==> src/rtl/hex_7seg_decoder.sv <==
// Registered hex-to-7-segment decoder with lamp test and blanking, one cycle of latency.
// Define HEX7SEG_ACTIVE_LOW_EN for common-anode panels (lit segment = 0, reset = all 1).
module hex_7seg_decoder (
    input  logic       clk,
    input  logic       rst,
    input  logic [3:0] in,
    input  logic       i_blank,
    input  logic       i_lamp_test,
    output logic       o_a,
    output logic       o_b,
    output logic       o_c,
    output logic       o_d,
    output logic       o_e,
    output logic       o_f,
    output logic       o_g
);

    logic [6:0] pattern;
    logic [6:0] seg_next;
    logic [6:0] seg_phys_next;
    logic [6:0] seg_q;

    // Bit order is {a,b,c,d,e,f,g}, 1 = lit.
    always_comb begin
        pattern = 7'b0000000;
        case (in)
            4'h0: pattern = 7'b1111110;
            4'h1: pattern = 7'b0110000;
            4'h2: pattern = 7'b1101101;
            4'h3: pattern = 7'b1111001;
            4'h4: pattern = 7'b0110011;
            4'h5: pattern = 7'b1011011;
            4'h6: pattern = 7'b1011111;
            4'h7: pattern = 7'b1110000;
            4'h8: pattern = 7'b1111111;
            4'h9: pattern = 7'b1111011;
            4'hA: pattern = 7'b1110111;
            4'hB: pattern = 7'b0011111;
            4'hC: pattern = 7'b1001110;
            4'hD: pattern = 7'b0111101;
            4'hE: pattern = 7'b1001111;
            4'hF: pattern = 7'b1000111;
            default: pattern = 7'b0000000;
        endcase
    end

    always_comb begin
        seg_next = pattern;
        if (i_lamp_test)
            seg_next = 7'b1111111;
        else if (i_blank)
            seg_next = 7'b0000000;
    end

`ifdef HEX7SEG_ACTIVE_LOW_EN
    localparam logic [6:0] SEG_DARK = 7'b1111111;
    assign seg_phys_next = ~seg_next;
`else
    localparam logic [6:0] SEG_DARK = 7'b0000000;
    assign seg_phys_next = seg_next;
`endif

    // Polarity is applied before the register so the pins come straight off flops.
    always_ff @(posedge clk) begin
        if (rst)
            seg_q <= SEG_DARK;
        else
            seg_q <= seg_phys_next;
    end

    assign {o_a, o_b, o_c, o_d, o_e, o_f, o_g} = seg_q;

endmodule

==> config.mk <==
export PLATFORM = sky130hd
export DESIGN_NAME = hex_7seg_decoder
export DESIGN_NICKNAME = d
export VERILOG_FILES = /design/src/rtl/hex_7seg_decoder.sv
export SDC_FILE = /design/constraint.sdc
export NUM_CORES = 1
export LEC_CHECK = 0
export BUFFER_PORTS_ARGS = -buffer_cell sky130_fd_sc_hd__buf_2
export CORE_AREA = 2 2 39 41
export CTS_CLUSTER_SIZE = 12
export DETAILED_ROUTE_END_ITERATION = 10
export DIE_AREA = 0 0 41 43
export GPL_TIMING_DRIVEN = 0
export HOLD_SLACK_MARGIN = 0.15
export PLACE_DENSITY_LB_ADDON = 0.12
export SLEW_MARGIN = 0
export SYNTH_ARGS = -nofsm -noshare
export SYNTH_HDL_FRONTEND = slang
export SYNTH_SLANG_ARGS = --single-unit
==> constraint.sdc <==
create_clock -name clk -period 1 [get_ports clk]
set_clock_uncertainty 0.05 [all_clocks]
set_input_delay 0.1 -clock clk [delete_from_list [all_inputs] [get_ports clk]]
set_output_delay 0.1 -clock clk [all_outputs]
set_load 0.005 [all_outputs]
==> flow_summary.toml <==
[global_route]
grt_max_degree = 11
grt_pass1_wl_mm = 1.63
gr-usage-all-layers = 0.139
grt_pass1_vias = 403
globalRoute.totalOverflow = 0
antenna_found_initial = 0

[yosys]
synth_cells = 52
synth_fp_nets = 66
synth_seq_cells = 7
synth-async-reset-ratio = 0
yosysUniqueCellTypes = 25
synth_ff_type = "dfxtp_1"
synth_area_per_cell_um2 = 8.95
yosys_warnings = 0
ys_seq_area_frac = 0.301
netlist_area_um2 = 465
synth_edf_count = 0

[sta]
setup_viol = 0
fin_crit_ns = 0.973
finalWorstSetupSlack_ns = 0.0270
relSlewSlack = 0.837
finalMaxSlewViolations = 0
timing.hold.ws_ns = 0.100
fmax_mhz = 1030
finalCritPeriodShare = 0.973
finalSetupTns_ns = 0
tightest_slew_ns = 0.243
hold_viol = 0
rsz0062_at_grt = "false"

[clock_tree]
clockBufferDepth = 2
cts_setup_buffers = 0
cts_tree = "done"
root_buffer = "clkbuf_4"
numCtsBuffers = 3
clk_pin_slew_worst_paths_ns = 0.05
cts_sinks = 7
holdBufCountCts = 3
h-tree-depth = 1

[power_and_ir_drop]
power.switching_w = 0.000201
vdd_drop_max_v = 0.000305
pwr-share-seq = 0.411
cellPowerDensity_mw_per_mm2 = 1150
netSwitchingFraction = 0.269
p_comb_frac = 0.251
p_leak_nw = 0.284
intPower_w = 0.000545
p_clk_frac = 0.338

[die]
top_level_ports = 15
coreArea_mm2 = 0.00138
die_w_um = 41
fp.dieArea_mm2 = 0.00176
initial_core_util = 0.336
fp-row-count = 14
chipHeight_um = 43

[routing]
routed_wl_mm = 1.02
vias_per_cell = 5.06
drc_errors = 0
dr.pass1.iters = 4
wl_per_cell_um = 11.5
vias = 445
final_antenna_net_count = 0
drt_iter0_drc = 8

[layout]
largest_reg_flops = 7
layout-drive-gt1-share = 0.444
area_growth_pct = 39.0
regMostFlops = "seg_q"
layout_common_cells = "buf_2 (12), dfxtp_1 (7), o21ai_0 (4), ha_1 (4)"
final_nets = 87
antenna_cells = 0
fin_util = 0.467
final_common_cell = "buf_2"
fillers = 134
reg_top3 = "seg_q (7)"

[outcome]
outcome = "finished, final reports clean"

[run]
drv_cap = 0

[worst_hold_path]
min_path_type = "input pin to register"

[placed_design]
gp_congestion = 0.857
place_ws_ns = -0.275
port_buffers = 14
dp_hpwl_um = 743

[setup_path]
crit_path_top_delay_cell = "a221o_1"
crit_required_ns = 1.08
crit_type = "input pin to register"
cp-start-kind = "input pin"
cp_data_arrival_time_ns = 1.06
crit_chain = "buf_4, inv_2, ha_4, nand2_2, a21boi_0, a221o_1"
path_max_fanout = 6
cp-end-kind = "register"
max_stage_delay_ns = 0.35
[power groups by stage]
stage	logic, W	registers, W	clock network (W)
6_report	0.000188	0.000307	0.000252
4_1_cts	0.000174	0.000307	0.000262
3_3_place_gp	0.000163	0.000312	0
5_1_grt	0.000212	0.000309	0.000281
3_5_place_dp	0.000162	0.000313	0
2_1_floorplan	0.0000875	0.000317	0
[metrics by stage]
stage | power, W | std cells | area [um2]
3_3_place_gp | 0.000475 | 82 | 558
2_1_floorplan | 0.000405 | 52 | 468
6_report | 0.000746 | 88 | 647
4_1_cts | 0.000743 | 89 | 619
5_1_grt | 0.000802 | 88 | 647
3_5_place_dp | 0.000475 | 82 | 558
[worst max-delay path, delay by kind of cell]
kind / cells / cell delay (ns)
AO/OA/AOI/OAI: 2 / 0.48
adder cells (fa/ha/maj): 1 / 0.16
buffers and inverters: 2 / 0.25
AND/OR/NAND/NOR: 1 / 0.07
[worst paths after layout]
path	start	end	slack [ns]	cells past startpoint
setup / recovery	in[1]	seg_q[6]$_SDFF_PP0_	0.03	6
hold / removal	rst	seg_q[4]$_SDFF_PP0_	0.1	2
[final cells by class]
type / count / area [um2] / area share
tap: 16 / 20.0 / 0.0309
sequential: 7 / 140 / 0.217
timing repair buffer: 16 / 95.1 / 0.147
clock buffer: 4 / 26.3 / 0.0406
buffer: 1 / 11.3 / 0.0174
multi-input combinational: 40 / 339 / 0.524
inverter: 4 / 15.0 / 0.0232
[synthesized netlist by cell type (2+ instances only)]
cell	n	share of area
a221o_1	3	0.065
a31oi_1	3	0.040
nand3_1	2	0.022
nand2_1	2	0.016
dfxtp_1	7	0.30
ha_1	6	0.16
inv_1	3	0.024
o21ai_0	4	0.043
nand2b_1	2	0.027
nor2_1	3	0.024
a21oi_1	2	0.022
nor3_1	2	0.022
[cell families after synthesis]
logic type | count (synthesis) | synth area share
AOI/OAI and AO/OA | 17 | 0.258
adders and majority gates | 6 | 0.161
buffers and inverters | 5 | 0.0564
DFF | 7 | 0.301
and+or+nand+nor | 17 | 0.223
[timing repair]
| item | 4_1_cts | 5_1_grt |
|---|---|---|
| endpoints found under the setup margin | 2 | 4 |
| cloned | 0 | 0 |
| hold endpoints to repair | 5 | 5 |
| resized for setup | 2 | 5 |
[per-layer routing]
| layer | GRT usage | up-vias | routed length (um) |
|---|---|---|---|
| li1 | - | 228 | - |
| met1 | 0.186 | 198 | 438 |
| met2 | 0.188 | 15 | 500 |
| met3 | 0.0157 | 4 | 52 |
| met4 | 0.120 | 0 | 24 |
| met5 | 0 | - | 0 |
Note: power is estimated with default switching activity, not from simulation.
